## src/rtl/bk_pkg.sv

```systemverilog
// Shared Brent-Kung arithmetic package: nibble width, subtractor FSM states
// and the bitwise propagate/generate helpers used by both adder and subtractor.
package bk_pkg;

  localparam int BK_NIB_W = 4;

  typedef enum logic [1:0] {
    IDLE = 2'd0,
    RUN  = 2'd1,
    DONE = 2'd2
  } bk_sub_state_t;

  // Bitwise generate: a carry is created at this position regardless of carry-in.
  function automatic logic [BK_NIB_W-1:0] bk_gen(input logic [BK_NIB_W-1:0] x,
                                                 input logic [BK_NIB_W-1:0] y);
    return x & y;
  endfunction

  // Bitwise propagate: an incoming carry passes through this position.
  function automatic logic [BK_NIB_W-1:0] bk_prop(input logic [BK_NIB_W-1:0] x,
                                                  input logic [BK_NIB_W-1:0] y);
    return x ^ y;
  endfunction

endpackage

```

## src/rtl/bk_sub_nibble.sv

```systemverilog
// 4-bit Brent-Kung prefix cell. Purely combinational; the caller supplies the
// already-inverted subtrahend nibble in y and the running carry in cin.
module bk_sub_nibble
  import bk_pkg::*;
(
  input  logic [BK_NIB_W-1:0] x,
  input  logic [BK_NIB_W-1:0] y,
  input  logic                cin,
  output logic [BK_NIB_W-1:0] s,
  output logic                cout
);

  logic [BK_NIB_W-1:0] g;
  logic [BK_NIB_W-1:0] p;
  logic                g10, p10, g32, p32;
  logic                g20, p20, g30, p30;
  logic [BK_NIB_W-1:0] c;

  // Prefix tree: pairwise up-sweep, then the root and the single down-sweep
  // node for bit 2, then carries formed against cin and the final sum.
  always_comb begin
    g   = bk_gen(x, y);
    p   = bk_prop(x, y);
    g10 = g[1] | (p[1] & g[0]);
    p10 = p[1] & p[0];
    g32 = g[3] | (p[3] & g[2]);
    p32 = p[3] & p[2];
    g30 = g32 | (p32 & g10);
    p30 = p32 & p10;
    g20 = g[2] | (p[2] & g10);
    p20 = p[2] & p10;
    c[0] = cin;
    c[1] = g[0] | (p[0] & cin);
    c[2] = g10  | (p10  & cin);
    c[3] = g20  | (p20  & cin);
    cout = g30  | (p30  & cin);
    s    = p ^ c;
  end

endmodule

```

## src/rtl/bk_serial_sub.sv

```systemverilog
// Nibble-serial subtractor diff = a - b built around one Brent-Kung nibble cell,
// with valid/ready handshakes on both sides. Optional signed-overflow output
// is enabled by defining BK_SUB_OVF_EN.
module bk_serial_sub
  import bk_pkg::*;
#(
  parameter int WIDTH = 16
) (
  input  logic             clk,
  input  logic             rst,
  input  logic             in_valid,
  output logic             in_ready,
  input  logic [WIDTH-1:0] a,
  input  logic [WIDTH-1:0] b,
  output logic             out_valid,
  input  logic             out_ready,
  output logic [WIDTH-1:0] diff,
  output logic             borrow,
  output logic             zero
`ifdef BK_SUB_OVF_EN
  ,
  output logic             ovf
`endif
);

  localparam int NIB   = WIDTH / BK_NIB_W;
  localparam int IDX_W = (NIB > 1) ? $clog2(NIB) : 1;

  bk_sub_state_t        state;
  bk_sub_state_t        next_state;
  logic [WIDTH-1:0]     a_reg;
  logic [WIDTH-1:0]     b_inv;
  logic                 carry;
  logic [IDX_W-1:0]     idx;
  logic                 accept;
  logic                 last_nib;
  logic [BK_NIB_W-1:0]  nib_x;
  logic [BK_NIB_W-1:0]  nib_y;
  logic [BK_NIB_W-1:0]  nib_s;
  logic                 nib_cout;
  logic [WIDTH-1:0]     diff_next;

  // Select the current nibble of each operand and merge the new sum into diff.
  always_comb begin
    nib_x     = a_reg[idx*BK_NIB_W +: BK_NIB_W];
    nib_y     = b_inv[idx*BK_NIB_W +: BK_NIB_W];
    last_nib  = (idx == IDX_W'(NIB - 1));
    diff_next = diff;
    diff_next[idx*BK_NIB_W +: BK_NIB_W] = nib_s;
  end

  bk_sub_nibble u_nibble (
    .x    (nib_x),
    .y    (nib_y),
    .cin  (carry),
    .s    (nib_s),
    .cout (nib_cout)
  );

  // Next-state and handshake outputs; operands are only accepted in IDLE.
  always_comb begin
    next_state = state;
    in_ready   = 1'b0;
    out_valid  = 1'b0;
    accept     = 1'b0;
    case (state)
      IDLE: begin
        in_ready = 1'b1;
        if (in_valid) begin
          accept     = 1'b1;
          next_state = RUN;
        end
      end
      RUN: begin
        if (last_nib) next_state = DONE;
      end
      DONE: begin
        out_valid = 1'b1;
        if (out_ready) next_state = IDLE;
      end
      default: next_state = IDLE;
    endcase
  end

  // State register and datapath: capture on accept, one nibble per RUN cycle,
  // flags latched when the top nibble completes and held until the next result.
  always_ff @(posedge clk) begin
    if (rst) begin
      state  <= IDLE;
      a_reg  <= '0;
      b_inv  <= '0;
      carry  <= 1'b0;
      idx    <= '0;
      diff   <= '0;
      borrow <= 1'b0;
      zero   <= 1'b0;
    end else begin
      state <= next_state;
      if (accept) begin
        a_reg <= a;
        b_inv <= ~b;
        carry <= 1'b1;
        idx   <= '0;
      end else if (state == RUN) begin
        diff  <= diff_next;
        carry <= nib_cout;
        idx   <= idx + IDX_W'(1);
        if (last_nib) begin
          borrow <= ~nib_cout;
          zero   <= (diff_next == '0);
        end
      end
    end
  end

`ifdef BK_SUB_OVF_EN
  // Signed overflow: operand signs differ and the result sign differs from a.
  always_ff @(posedge clk) begin
    if (rst) begin
      ovf <= 1'b0;
    end else if (state == RUN && last_nib) begin
      ovf <= (a_reg[WIDTH-1] != ~b_inv[WIDTH-1]) &&
             (nib_s[BK_NIB_W-1] != a_reg[WIDTH-1]);
    end
  end
`endif

endmodule

```

## config.mk

```make
export PLATFORM = sky130hd
export DESIGN_NAME = bk_serial_sub
export DESIGN_NICKNAME = d
export VERILOG_FILES = /design/src/rtl/bk_pkg.sv /design/src/rtl/bk_sub_nibble.sv /design/src/rtl/bk_serial_sub.sv
export SDC_FILE = /design/constraint.sdc
export NUM_CORES = 1
export LEC_CHECK = 0
export CORE_MARGIN = 4
export CORE_UTILIZATION = 50
export CTS_CLUSTER_DIAMETER = 200
export CTS_CLUSTER_SIZE = 20
export DETAILED_ROUTE_END_ITERATION = 6
export GPL_TIMING_DRIVEN = 0
export PLACE_DENSITY = 0.84
export SYNTH_ARGS = -nofsm -noshare
export SYNTH_HDL_FRONTEND = slang
export SYNTH_SLANG_ARGS = --single-unit
```

## constraint.sdc

```tcl
create_clock -name clk -period 6.3 [get_ports clk]
set_input_delay 0.63 -clock clk [delete_from_list [all_inputs] [get_ports clk]]
set_output_delay 0.63 -clock clk [all_outputs]
set_load 0.01 [all_outputs]
```

---- After elaboration in Yosys (flattened, before gate mapping) ----
Cells that the tools add are included.
storage, ports and cells
  output and inout port bits .............. 20
  word-level logic and storage cells ...... 64
  bits in registers ....................... 55
cells by class
  eq/ne operators ......................... 6
  muxes and demuxes ....................... 11
  reductions and logical operators ........ 7
  shifts and indexed selects .............. 4
  bitwise gates (word level) .............. 26
  add/sub/neg operators ................... 2
operator list
  operator                   number
  $neg A4 Y34                1
  $shift A4 B34 Y16 const A  1
  $shiftx A4 B34 Y16         1
  $shiftx A16 B5 Y4          2
  $bwmux W16                 1
  $logic_not A16 Y1          1
  $not A16 Y16               1
  $and A1 B1 Y1              12
  $or A1 B1 Y1               8
  $xor A4 B4 Y4              2
  $mux W1                    6
  $mux W2                    3
  $ne A2 B2 Y1 const B       3
  $pmux W2 S3                1
  $reduce_and A3 Y1          2
  $and A4 B4 Y4              1
  $eq A2 B2 Y1 const B       2
  $add A2 B1 Y2 const B      1
  $eq A2 B1 Y1 const B       1
  $logic_not A2 Y1           1
  $not A1 Y1                 2
  $reduce_and A2 Y1          1
  $reduce_bool A2 Y1         1
  $reduce_or A2 Y1           1

---- Depth between registers and ports, before layout ----
Gate-level depths: netlist of the first run.
  word-level depth ........................ 11
  depth in mapped cells ................... 8
  gate-level depth less buffers ........... 7

---- Hierarchy ----
A second synthesis of the first run with hierarchy kept.
second synthesis, totals
  cells, all modules ...................... 282
  area total of the unflattened synthesis .. 2503.7 µm²
modules (own cells, without submodules)
  module         area each (µm²)  cells an instance  sequential area each (µm²)  times used
  bk_serial_sub  2356.0           265                1101.1                      1
  bk_sub_nibble  147.6            17                 0.0                         1

---- Worst setup path after synthesis of the first run ----
No wires, ideal clock.
  path kind ............................... flip-flop to flip-flop
  start point ............................. reg idx[0]
  end point ............................... reg diff[11]
  cell stages (with the launch flop) ...... 9
  setup time .............................. 0.128 ns
  data required time ...................... 6.172 ns
  path slack .............................. 3.688 ns
  buffers on the path ..................... 1
  arrival time ............................ 2.484 ns
  cells stage by stage .................... dfxtp_1 > buf_2 > mux4_2 > ha_1 > a211oi_2 > nor2_1 > o311a_4 > a32oi_1 > nor2_1
on the way
  word-level cells in the longest chain between the ends .. 10
  elaborated cells between the ends (all ways) .. 21
  classes of those cells .................. add/sub (1); shift (4); mux (1); bitwise (15)
ends and longest elaborated chain
  element                                         RTL line                                  source
  start, declared                                 bk_serial_sub.sv:34                       logic [IDX_W-1:0] idx;
  start signal, assigned                          bk_serial_sub.sv:107                      idx <= idx + IDX_W'(1);
  $shiftx A16 B5 Y4, on equally long branches     bk_serial_sub.sv:45, bk_serial_sub.sv:46
  $xor A4 B4 Y4 or $and A4 B4 Y4 (tied branches)  bk_pkg.sv:22, bk_pkg.sv:16
  $and A1 B1 Y1                                   bk_sub_nibble.sv:24                       g10 = g[1] | (p[1] & g[0]);
  $or A1 B1 Y1                                    bk_sub_nibble.sv:24
  $and A1 B1 Y1                                   bk_sub_nibble.sv:30                       g20 = g[2] | (p[2] & g10);
  $or A1 B1 Y1                                    bk_sub_nibble.sv:30
  $or A1 B1 Y1                                    bk_sub_nibble.sv:35                       c[3] = g20 | (p20 & cin);
  $xor A4 B4 Y4                                   bk_sub_nibble.sv:37                       s = p ^ c;
  $shiftx A4 B34 Y16                              bk_serial_sub.sv:49                       diff_next[idx*BK_NIB_W +: BK_NIB_W] = nib_s;
  $bwmux W16 (*)                                  bk_serial_sub.sv:49
  end signal, assigned                            bk_serial_sub.sv:105                      diff <= diff_next;
  end, declared                                   bk_serial_sub.sv:17                       output logic [WIDTH-1:0] diff,
Mark *: on every way between the ends. The rest lies on a longest branch, timed or not.
A chain may end at the register's enable or synchronous reset.

---- Worst setup path after layout of the first run ----
  start point ............................. reg idx[0]
  end point ............................... reg diff[3]
Same word-level chain as after synthesis.

==> results.md, run 1 <==
- core area: 4786 µm²
- portion of total power attributed to the clock network: 34.0%
- number of I/O port buffers: 55
- number of placed I/O pins: 56
- dpl cell area: 3122 µm²
- number of flops mapped to enable cells by yosys: 0
- asr flop ratio synth: 0%
- post-route cell area: 3254 µm²
- CP Capture Type: flip-flop
- pin count of the biggest net entering global routing: 17
- Setup Total Neg Slack: 0 ns
- maximum single-stage delay on the critical path: 0.61 ns
- run status: finished, final reports clean
- sequential fraction of the synthesis area: 44.27%
- first-pass GRT wire length: 10.27 mm
- Buf+Inv Stages, Crit Path: 1
- number of nets in the final layout: 376
- via count of the first global-routing pass: 2223
- most numerous cell on the critical path: sky130_fd_sc_hd__nor2_1
- die span in y: 78.53 µm
- H-tree levels: 2
- area enclosed by the die boundary: 6167 µm²
- relative contribution of sequential cells to total power: 47.7%
- Period minus WS final: 2.919 ns
- initial antenna violation count: 0
- syn avg cell area: 9.316 µm²
- post-detailed-route DRC marker count: 0
- number of design-rule violations left by the first detailed-router iteration: 213
- number of nets still failing antenna checks after routing: 0
- Wirelength per Cell: 15.35 µm
- TritonCTS sink count: 55
- sw frac: 24.86%
- headroom to the max-slew limit: 63.30%
- startpoint of the worst setup timing path: idx[0]
- hold violation count in the final report: 0
- placed wire-length estimate after detailed placement: 4.489 mm
- worst hold start: a_reg[13]
- unrepaired setup endpoints after global routing: false
- initial core utilization: 51.97%
- Vias/cell: 5.584
- number of instances resized during post-cts repair: 0
- leakage power of the design: 0.001198 µW
- Worst path top cell family by delay: compound AO/OA/AOI/OAI gates
- number of synthesized register bits: 55
- commonest non-fill, non-tap cells in the layout: sky130_fd_sc_hd__dfxtp_1, sky130_fd_sc_hd__clkdlybuf4s50_1, sky130_fd_sc_hd__nand2_1, sky130_fd_sc_hd__nor2_1, sky130_fd_sc_hd__a21oi_1
- Slowest cell on crit path: sky130_fd_sc_hd__mux4_2
- GRT Residual Overflow: 0
- final setup margin: 3.381 ns
- crit-path cells: buf_2, mux4_2, ha_1, a211oi_2, nor2_1, o311a_4, a32oi_1, nor2_1
- most used flip-flop cell after synthesis: sky130_fd_sc_hd__dfxtp_1
- pre-CTS worst setup slack: 3.370 ns
- number of buffers inserted by post-CTS setup repair: 0
- clk root buf: sky130_fd_sc_hd__clkbuf_8
- path depth of the worst reg2reg path: 8
- placer congestion estimate: 0.8363
- cts hold-fix bufs: 0
- worst skew pair latency: 0.30 ns
- Die Span X: 78.53 µm
- clock-pin slew of the registers on the worst-case setup and hold paths: 0.10 ns
- share of cells above drive strength 1: 10.30%
- routed via count: 2217
- total nets after synthesis: 314
- Critical Path Fanout Max: 10
- number of buffers created by CTS: 5
- Rows: 25
- Req. time, crit path: 6.49 ns
- worst-margin pin slew: 0.5505 ns
- worst hold-check path type: flip-flop to flip-flop
- Mapped Cells: 267
- maximum buffer depth of the clock tree: 2
- Clock Skew: 0.004513 ns
- data arrival time of the critical path: 3.11 ns
- count of final setup violators: 0
- Post-Synthesis Cell Area: 2487 µm²
- FF-to-FF End: diff[3]
- Period Utilization, post-route: 46.33%
- FF-to-FF Start: idx[0]
- TritonCTS clock tree: yes
- detailed-routing iteration count for the pre-antenna-repair pass: 4
- fmax: 0.3426 GHz
- layout overhead on the synthesized area: 30.83%
- internal power component: 595.7 µW
- maximum ir drop on the vdd rail: 0.1613 mV
- number of pins exceeding their max-slew limit in the final report: 0
- Register-to-Register Setup Slack: 3.38 ns
- cell depth of the worst setup path: 8
- final instance count without filler cells: 397
- CP Capture Point: diff[3]
- antenna cells: 0
- number of placed instances, taps included: 389
- Yosys Warn Count: 0
- distinct cell type count after synthesis: 39
- drt total wl: 6.094 mm
- path type of the worst setup path: flip-flop to flip-flop
- number of maximum-capacitance violations: 0
- power per standard cell area: 243.6 nW/µm²
- combinational group share of total power: 18.4%
- Critical Path Start Type: flip-flop
- overall power consumption: 792.8 µW
- switching component of the power: 197.0 µW
- combined global-route utilization of all metal layers: 20.76%
[cell usage after synthesis, types with 3 or more instances]
cell / n / area (µm²)
sky130_fd_sc_hd__dfxtp_1: 55 / 1101
sky130_fd_sc_hd__nand2_1: 43 / 161.4
sky130_fd_sc_hd__nor2_1: 41 / 153.9
sky130_fd_sc_hd__a21oi_1: 20 / 100.1
sky130_fd_sc_hd__a211oi_1: 16 / 120.1
sky130_fd_sc_hd__ha_1: 10 / 125.1
sky130_fd_sc_hd__a22oi_1: 8 / 60.06
sky130_fd_sc_hd__a32oi_1: 8 / 70.07
sky130_fd_sc_hd__mux4_2: 8 / 180.2
sky130_fd_sc_hd__buf_2: 7 / 35.03
sky130_fd_sc_hd__clkbuf_1: 6 / 22.52
sky130_fd_sc_hd__nand3b_1: 4 / 30.03
sky130_fd_sc_hd__nor4_1: 4 / 25.02
sky130_fd_sc_hd__buf_4: 3 / 22.52
sky130_fd_sc_hd__nand2b_1: 3 / 18.77
sky130_fd_sc_hd__nor3_1: 3 / 15.01
[worst min-delay path: cells and delay by family, from the launching register on]
family / cells / cell delay (ns)
flops: 1 / 0.32
simple gates: 1 / 0.05
compound gates: 1 / 0.05
[per-layer routing]
metal  track usage (%)  share of wire (%)  up-vias
met5                 0                  0        -
met4             7.867                1.5        0
met3             3.211                6.9       11
met2             34.38                 49       89
met1             27.20                 42     1040
li1                  -                  -     1077
[cell type report]
type	instances	area, µm²
Buffer	17	83.83
Clock buffer	6	72.57
Clock inverter	2	60.06
Fill cell	385	1531
Inverter	2	7.507
Multi-Input combinational cell	193	1295
Sequential cell	55	1101
Tap cell	67	83.83
Timing Repair Buffer	55	550.5
[logic make-up after synthesis]
| group | after synthesis | share of synthesized area (%) |
|---|---|---|
| adder cells (fa/ha/maj) | 11 | 5.835 |
| AO/OA/AOI/OAI | 65 | 18.81 |
| AND/OR/NAND/NOR | 107 | 19.47 |
| XOR/XNOR | 2 | 0.7044 |
| flip-flops | 55 | 44.27 |
| buffers and inverters | 19 | 3.671 |
| multiplexers | 8 | 7.243 |
[worst min path at each step]
stage / endpoint / slack, ns / cells after the start
finish: a_reg[13] / 0.46 / 2
global route: a_reg[11] / 0.49 / 2
CTS: a_reg[12] / 0.46 / 2
detailed placement: a_reg[12] / 0.45 / 2
global placement: a_reg[4] / 0.44 / 2
floorplan: a_reg[10] / 0.43 / 2
[power groups by stage]
stage | Sequential [µW] | Clock, µW | Combinational, µW
6_report | 378 | 269 | 146
5_1_grt | 380 | 285 | 159
4_1_cts | 378 | 272 | 145
3_5_place_dp | 386 | 0 | 143
3_3_place_gp | 385 | 0 | 140
2_1_floorplan | 384 | 0 | 91.8
[through the flow]
step                      util (%)  hold slack (ns)
after floorplan                  -           0.4331
after global placement       65.23           0.4398
after detailed placement     65.23           0.4487
after CTS                    68.00           0.4619
after global routing         68.00           0.4886
final                        68.00           0.4578
No activity file was read; power rests on OpenSTA's default activity.
==> run 2, diff against run 1 <==
--- a/config.mk
+++ b/config.mk
@@ -6,12 +6,12 @@
 export NUM_CORES = 1
 export LEC_CHECK = 0
 export CORE_MARGIN = 4
-export CORE_UTILIZATION = 50
+export CORE_UTILIZATION = 45
 export CTS_CLUSTER_DIAMETER = 200
 export CTS_CLUSTER_SIZE = 20
 export DETAILED_ROUTE_END_ITERATION = 6
 export GPL_TIMING_DRIVEN = 0
-export PLACE_DENSITY = 0.84
+export PLACE_DENSITY = 0.81
 export SYNTH_ARGS = -nofsm -noshare
 export SYNTH_HDL_FRONTEND = slang
 export SYNTH_SLANG_ARGS = --single-unit
==> constraint.sdc (replaced) <==
create_clock -name clk -period 2.4 [get_ports clk]
set_input_delay 0.24 -clock clk [delete_from_list [all_inputs] [get_ports clk]]
set_output_delay 0.24 -clock clk [all_outputs]
set_load 0.01 [all_outputs]
==> results.md, run 2 (synthesis results as in run 1) <==
- H-tree levels: 2, unchanged
- Critical Path Start Type: flip-flop, unchanged
- Period Utilization, post-route: 102.3%, was 46.33%
- leakage power of the design: 0.001217 µW, was 0.001198 µW
- Buf+Inv Stages, Crit Path: 1, unchanged
- Die Span X: 82.35 µm, was 78.53 µm
- GRT Residual Overflow: 0, unchanged
- area enclosed by the die boundary: 6781 µm², was 6167 µm²
- worst-margin pin slew: 0.5454 ns, was 0.5505 ns
- run status: finished with violations, was finished, final reports clean
- maximum ir drop on the vdd rail: 0.3620 mV, was 0.1613 mV
- Clock Skew: 0.01052 ns, was 0.004513 ns
- TritonCTS sink count: 55, unchanged
- Wirelength per Cell: 15.70 µm, was 15.35 µm
- drt total wl: 6.388 mm, was 6.094 mm
- Critical Path Fanout Max: 8, was 10
- TritonCTS clock tree: yes, unchanged
- routed via count: 2251, was 2217
- hold violation count in the final report: 0, unchanged
- antenna cells: 0, unchanged
- number of I/O port buffers: 55, unchanged
- Setup Total Neg Slack: -0.1806 ns, was 0 ns
- headroom to the max-slew limit: 63.64%, was 63.30%
- post-detailed-route DRC marker count: 0, unchanged
- maximum buffer depth of the clock tree: 2, unchanged
- detailed-routing iteration count for the pre-antenna-repair pass: 4, unchanged
- Vias/cell: 5.531, was 5.584
- initial core utilization: 47.49%, was 51.97%
- number of placed I/O pins: 56, unchanged
- number of nets still failing antenna checks after routing: 0, unchanged
- Slowest cell on crit path: sky130_fd_sc_hd__mux4_2, unchanged
- Rows: 26, was 25
- cts hold-fix bufs: 0, unchanged
- layout overhead on the synthesized area: 34.86%, was 30.83%
- share of cells above drive strength 1: 14.84%, was 10.30%
- worst skew pair latency: 0.31 ns, was 0.30 ns
- Worst path top cell family by delay: compound AO/OA/AOI/OAI gates, unchanged
- placer congestion estimate: 0.8363, unchanged
- post-route cell area: 3354 µm², was 3254 µm²
- clock-pin slew of the registers on the worst-case setup and hold paths: 0.09 ns, was 0.10 ns
- CP Capture Type: flip-flop, unchanged
- number of pins exceeding their max-slew limit in the final report: 0, unchanged
- dpl cell area: 3137 µm², was 3122 µm²
- clk root buf: sky130_fd_sc_hd__clkbuf_8, unchanged
- fmax: 0.4073 GHz, was 0.3426 GHz
- data arrival time of the critical path: 2.64 ns, was 3.11 ns
- first-pass GRT wire length: 10.01 mm, was 10.27 mm
- pin count of the biggest net entering global routing: 17, unchanged
- crit-path cells: buf_12, mux4_2, ha_4, a211oi_2, nor2_2, o311a_4, a32oi_1, nor2_1, was buf_2, mux4_2, ha_1, a211oi_2, nor2_1, o311a_4, a32oi_1, nor2_1
- combined global-route utilization of all metal layers: 19.24%, was 20.76%
- final setup margin: -0.05530 ns, was 3.381 ns
- Period minus WS final: 2.455 ns, was 2.919 ns
- number of nets in the final layout: 383, was 376
- number of maximum-capacitance violations: 0, unchanged
- most common cell after layout, fill and taps aside: sky130_fd_sc_hd__clkdlybuf4s50_1
- placed wire-length estimate after detailed placement: 4.482 mm, was 4.489 mm
- commonest non-fill, non-tap cells in the layout: sky130_fd_sc_hd__clkdlybuf4s50_1, sky130_fd_sc_hd__dfxtp_1, sky130_fd_sc_hd__nand2_1, sky130_fd_sc_hd__nor2_1, sky130_fd_sc_hd__a21oi_1, was sky130_fd_sc_hd__dfxtp_1, sky130_fd_sc_hd__clkdlybuf4s50_1, sky130_fd_sc_hd__nand2_1, sky130_fd_sc_hd__nor2_1, sky130_fd_sc_hd__a21oi_1
- maximum single-stage delay on the critical path: 0.55 ns, was 0.61 ns
- violated checks: setup timing
- unrepaired setup endpoints after global routing: true, was false
- die span in y: 82.35 µm, was 78.53 µm
- count of final setup violators: 5, was 0
- power per standard cell area: 573.4 nW/µm², was 243.6 nW/µm²
- core area: 5238 µm², was 4786 µm²
- worst hold-check path type: flip-flop to flip-flop, unchanged
- initial antenna violation count: 0, unchanged
- number of design-rule violations left by the first detailed-router iteration: 98, was 213
- Req. time, crit path: 2.58 ns, was 6.49 ns
- number of buffers created by CTS: 5, unchanged
- via count of the first global-routing pass: 2162, was 2223
- path type of the worst setup path: flip-flop to flip-flop, unchanged
-- run 2: changes by cell type in the layout (fill, tap and decap cells not counted), moves of 2 or more --
cell	delta
sky130_fd_sc_hd__bufinv_16	-2
sky130_fd_sc_hd__buf_4	+8
sky130_fd_sc_hd__ha_1	-3
sky130_fd_sc_hd__nor2_1	-2
sky130_fd_sc_hd__ha_4	+3
-- run 2: area by class of cell --
type	count	area [µm²]
fill	460	1883
clock inverter	2	12.51
inverter	2	7.507
multi-input combinational	193	1364
tap	70	87.58
sequential	55	1105
clock buffer	6	72.57
buffer	17	102.6
timing repair buffer	62	603.1
-- run 2: worst reg2reg max path: cells and delay by family, from the launching register on --
family                     cells  cell delay [ns]
muxes                          1             0.55
adders and majority gates      1             0.28
DFF                            1             0.37
AOI/OAI and AO/OA              3             0.87
buffers and inverters          1             0.13
and+or+nand+nor                2             0.13
-- run 2: what timing repair did --
action | CTS | global route
gates resized for setup | 6 | 8
endpoints found under the setup margin | 15 | 7
buffers inserted | 2 | 5
pin swaps | 0 | 7
-- run 2: worst paths after layout --
path         cells after the start  slack, ns      start        end
max                              8      -0.06     idx[0]    diff[7]
min                              2       0.46  a_reg[10]  a_reg[10]
max reg2reg                      8      -0.06     idx[0]    diff[7]
min reg2reg                      2       0.46  a_reg[10]  a_reg[10]
-- run 2: report_power, final --
part	internal, µW	switching, µW	leakage (µW)	total (µW)
sequential	962	28.5	0.000451	990
clock	205	295	0.0000412	500
combinational	216	218	0.000725	434
total	1380	541	0.00122	1920
-- run 2: metrics by stage --
stage	util, %	hold WS (ns)	cells	setup WS [ns]	power (µW)
after global routing	64.05	0.4767	407	-0.1142	2000
after detailed placement	59.89	0.4471	392	-0.3056	1390
after global placement	59.89	0.4398	392	-0.2689	1382
after CTS	62.30	0.4603	402	0.004122	1890
final	64.05	0.4570	407	-0.05530	1923
after floorplan	-	0.3356	267	0.003724	1252
-- run 2: metal layers --
metal / GRT usage (%) / share of wire (%)
met5: 0 / 0
met4: 6.146 / 1.5
met3: 4.013 / 5.7
met2: 31.09 / 49
met1: 25.66 / 43
==> run 3, diff against run 2 <==
--- a/config.mk
+++ b/config.mk
@@ -5,13 +5,13 @@
 export SDC_FILE = /design/constraint.sdc
 export NUM_CORES = 1
 export LEC_CHECK = 0
+export ABC_AREA = 1
 export CORE_MARGIN = 4
-export CORE_UTILIZATION = 45
-export CTS_CLUSTER_DIAMETER = 200
+export CORE_UTILIZATION = 46
 export CTS_CLUSTER_SIZE = 20
 export DETAILED_ROUTE_END_ITERATION = 6
 export GPL_TIMING_DRIVEN = 0
-export PLACE_DENSITY = 0.81
+export PLACE_DENSITY = 0.8
 export SYNTH_ARGS = -nofsm -noshare
 export SYNTH_HDL_FRONTEND = slang
 export SYNTH_SLANG_ARGS = --single-unit
==> results.md, run 3 <==
- number of I/O port buffers: 54, was 55
- data arrival time of the critical path: 2.71 ns, was 2.64 ns
- clk root buf: sky130_fd_sc_hd__clkbuf_8, unchanged
- violated checks: setup timing, unchanged
- initial core utilization: 47.40%, was 47.49%
- clock-pin slew of the registers on the worst-case setup and hold paths: 0.10 ns, was 0.09 ns
- count of final setup violators: 1, was 5
- distinct cell type count after synthesis: 25, was 39
- antenna cells: 0, unchanged
- met2 layer usage reported by global route: 36.65%, was 31.09%
- unrepaired setup endpoints after global routing: true, unchanged
- worst skew pair latency: 0.32 ns, was 0.31 ns
- number of synthesized register bits: 55, unchanged
- most frequent cell after synthesis: sky130_fd_sc_hd__nand2_1, was sky130_fd_sc_hd__dfxtp_1
- number of nets in the final layout: 532, was 383
- area of the multi-input gates: 1525 µm², was 1364 µm²
- asr flop ratio synth: 0%, unchanged
- syn avg cell area: 6.828 µm², was 9.316 µm²
- post-synthesis cell type with the largest combined area: sky130_fd_sc_hd__dfxtp_1, unchanged
- placer congestion estimate: 0.8652, was 0.8363
- overall power consumption: 2244 µW, was 1923 µW
- worst-margin pin slew: 0.5397 ns, was 0.5454 ns
- initial antenna violation count: 0, unchanged
- combined global-route utilization of all metal layers: 21.00%, was 19.24%
- final setup margin: -0.05129 ns, was -0.05530 ns
- cells taking the most area after synthesis: sky130_fd_sc_hd__dfxtp_1, sky130_fd_sc_hd__nand2_1, sky130_fd_sc_hd__nor2_1, sky130_fd_sc_hd__inv_1, sky130_fd_sc_hd__a21oi_1, was sky130_fd_sc_hd__dfxtp_1, sky130_fd_sc_hd__mux4_2, sky130_fd_sc_hd__nand2_1, sky130_fd_sc_hd__nor2_1, sky130_fd_sc_hd__ha_1
- Vias/cell: 5.267, was 5.531
- most common cell after layout, fill and taps aside: sky130_fd_sc_hd__nand2_1, was sky130_fd_sc_hd__clkdlybuf4s50_1
- power per standard cell area: 582.0 nW/µm², was 573.4 nW/µm²
- Mapped Cells: 411, was 267
- Critical Path Fanout Max: 6, was 8
- share of cells above drive strength 1: 15.23%, was 14.84%
- sequential fraction of the synthesis area: 39.23%, was 44.27%
- Clock Skew: 0.01411 ns, was 0.01052 ns
- maximum buffer depth of the clock tree: 2, unchanged
- CP Capture Type: flip-flop, unchanged
- Final Core Density: 65.13%, was 64.05%
- number of pins exceeding their max-slew limit in the final report: 0, unchanged
- path type of the worst setup path: flip-flop to flip-flop, unchanged
- drt total wl: 7.572 mm, was 6.388 mm
- layout overhead on the synthesized area: 37.41%, was 34.86%
- area share of the largest cell type after synthesis: 39.23%, was 44.27%
- routed via count: 2955, was 2251
- pin count of the biggest net entering global routing: 18, was 17
- GRT Residual Overflow: 0, unchanged
- core area: 5921 µm², was 5238 µm²
- commonest non-fill, non-tap cells in the layout: sky130_fd_sc_hd__nand2_1, sky130_fd_sc_hd__nor2_1, sky130_fd_sc_hd__clkdlybuf4s50_1, sky130_fd_sc_hd__dfxtp_1, sky130_fd_sc_hd__inv_1, was sky130_fd_sc_hd__clkdlybuf4s50_1, sky130_fd_sc_hd__dfxtp_1, sky130_fd_sc_hd__nand2_1, sky130_fd_sc_hd__nor2_1, sky130_fd_sc_hd__a21oi_1
- hold violation count in the final report: 0, unchanged
- cts hold-fix bufs: 0, unchanged
- first-pass GRT wire length: 12.54 mm, was 10.01 mm
- fmax: 0.4079 GHz, was 0.4073 GHz
- leakage power of the design: 0.001714 µW, was 0.001217 µW
- post-route cell area: 3856 µm², was 3354 µm²
- Period minus WS final: 2.451 ns, was 2.455 ns
- most heavily used metal layer in global routing: met2, unchanged
- worst hold-check path type: input port to flip-flop, was flip-flop to flip-flop
- cell types with the highest counts after synthesis: sky130_fd_sc_hd__nand2_1, sky130_fd_sc_hd__nor2_1, sky130_fd_sc_hd__dfxtp_1, was sky130_fd_sc_hd__dfxtp_1, sky130_fd_sc_hd__nand2_1, sky130_fd_sc_hd__nor2_1
- maximum ir drop on the vdd rail: 0.3136 mV, was 0.3620 mV
- number of placed I/O pins: 56, unchanged
- Period Utilization, post-route: 102.1%, was 102.3%
- number of maximum-capacitance violations: 0, unchanged
- Critical Path Start Type: flip-flop, unchanged
- Sequential Area: 1109 µm², was 1105 µm²
- Yosys Warn Count: 0, unchanged
- number of buffers created by CTS: 5, unchanged
- GR met3 Demand/Resource: 5.187%, was 4.013%
- detailed-routing iteration count for the pre-antenna-repair pass: 6, was 4
- Wirelength per Cell: 13.50 µm, was 15.70 µm
- H-tree levels: 2, unchanged
- Filler cells: 527, was 460
- Req. time, crit path: 2.66 ns, was 2.58 ns
- number of flops mapped to enable cells by yosys: 0, unchanged
- headroom to the max-slew limit: 64.02%, was 63.64%
- area enclosed by the die boundary: 7415 µm², was 6781 µm²
- most used flip-flop cell after synthesis: sky130_fd_sc_hd__dfxtp_1, unchanged
- routing usage on met1: 24.57%, was 25.66%
- Rows: 28, was 26
- via count of the first global-routing pass: 2868, was 2162
- run status: finished with violations, unchanged
- TritonCTS clock tree: yes, unchanged
- Post-Synthesis Cell Area: 2806 µm², was 2487 µm²
- placed wire-length estimate after detailed placement: 5.211 mm, was 4.482 mm
- dpl cell area: 3445 µm², was 3137 µm²
- Setup Total Neg Slack: -0.05129 ns, was -0.1806 ns
- TritonCTS sink count: 55, unchanged
- total nets after synthesis: 458, was 314
- die span in y: 86.11 µm, was 82.35 µm
- number of nets still failing antenna checks after routing: 0, unchanged
- Die Span X: 86.11 µm, was 82.35 µm
- post-detailed-route DRC marker count: 0, unchanged
- number of design-rule violations left by the first detailed-router iteration: 202, was 98
## run 3: cell count changes after synthesis, sizes merged, moves of 8 or more
cell   change
o21ai     +23
nand3     +15
a21oi     +12
o22ai      +9
inv       +49
nor2      +31
nand2     +47
a32oi      -8
a22oi      -8
mux4       -8
## run 3: cells by family (layout without fill, tap and decap cells)
kind of cell / after synthesis / in the layout / synth area share [%]
AO/OA/AOI/OAI: 87 / 87 / 18.23
AND/OR/NAND/NOR: 185 / 185 / 27.02
adder cells (fa/ha/maj): 11 / 11 / 5.172
XOR/XNOR: 1 / 1 / 0.3121
buffers and inverters: 72 / 147 / 10.03
flip-flops: 55 / 55 / 39.23
## run 3: final timing paths
| kind | startpoint | to | slack (ns) | depth (start not counted) |
|---|---|---|---|---|
| worst max-delay path | idx[0] | zero | -0.05 | 17 |
| worst min-delay path | rst | diff[11] | 0.45 | 4 |
| worst max register to register | idx[0] | zero | -0.05 | 17 |
| worst min register to register | a_reg[10] | a_reg[10] | 0.47 | 2 |
## run 3: final cells by class
class                           instances  share of cell area (%)
Tap cell                               75                   2.433
Clock inverter                          3                  0.5191
Timing Repair Buffer                   67                   17.85
Inverter                               51                   5.159
Buffer                                 21                   3.958
Multi-Input combinational cell        284                   39.55
Clock buffer                            5                   1.785
Sequential cell                        55                   28.75
## run 3: stage by stage
stage               worst slack, ns  hold WS [ns]  std cells
floorplan                   0.02140        0.3390        411
global placement            -0.4126        0.4511        540
detailed placement          -0.5026        0.4544        540
CTS                        -0.01881        0.4524        559
global route                -0.2047        0.4736        561
finish                     -0.05129        0.4501        561
## run 3: power breakdown
group / internal (µW) / total [µW] / switching, µW
combinational: 323 / 695 / 372
sequential: 981 / 1030 / 45.5
clock: 204 / 523 / 319
total: 1510 / 2240 / 736
## run 3: metal layers
| metal | wire (µm) | part of all wire (%) |
|---|---|---|
| met5 | 0 | 0 |
| met3 | 509 | 6.7 |
| met1 | 3102 | 41 |
| met2 | 3696 | 49 |
| met4 | 264 | 3.5 |
## run 3: timing repair
item,in CTS,in global routing
pin swaps,13,12
endpoints found under the hold margin,0,0
gates cloned,2,0
endpoints found under the setup margin,14,5
buffers inserted,9,2
resized for setup,39,16
## run 3: worst max-delay path, cell delays in order (launching register included)
cell and delay [ns]:
sky130_fd_sc_hd__dfxtp_4 0.38, sky130_fd_sc_hd__inv_4 0.06, sky130_fd_sc_hd__buf_8 0.12, sky130_fd_sc_hd__buf_8 0.13, sky130_fd_sc_hd__nor2_4 0.04, sky130_fd_sc_hd__o22ai_4 0.19, sky130_fd_sc_hd__fa_2 0.50, sky130_fd_sc_hd__inv_2 0.08
sky130_fd_sc_hd__nor2_2 0.03, sky130_fd_sc_hd__nand2_1 0.10, sky130_fd_sc_hd__nand2_2 0.07, sky130_fd_sc_hd__nor2_2 0.09, sky130_fd_sc_hd__nand3_1 0.08, sky130_fd_sc_hd__nor2_1 0.10, sky130_fd_sc_hd__nand3_1 0.09, sky130_fd_sc_hd__nor2_1 0.09
sky130_fd_sc_hd__nand3_1 0.11, sky130_fd_sc_hd__a21oi_2 0.12
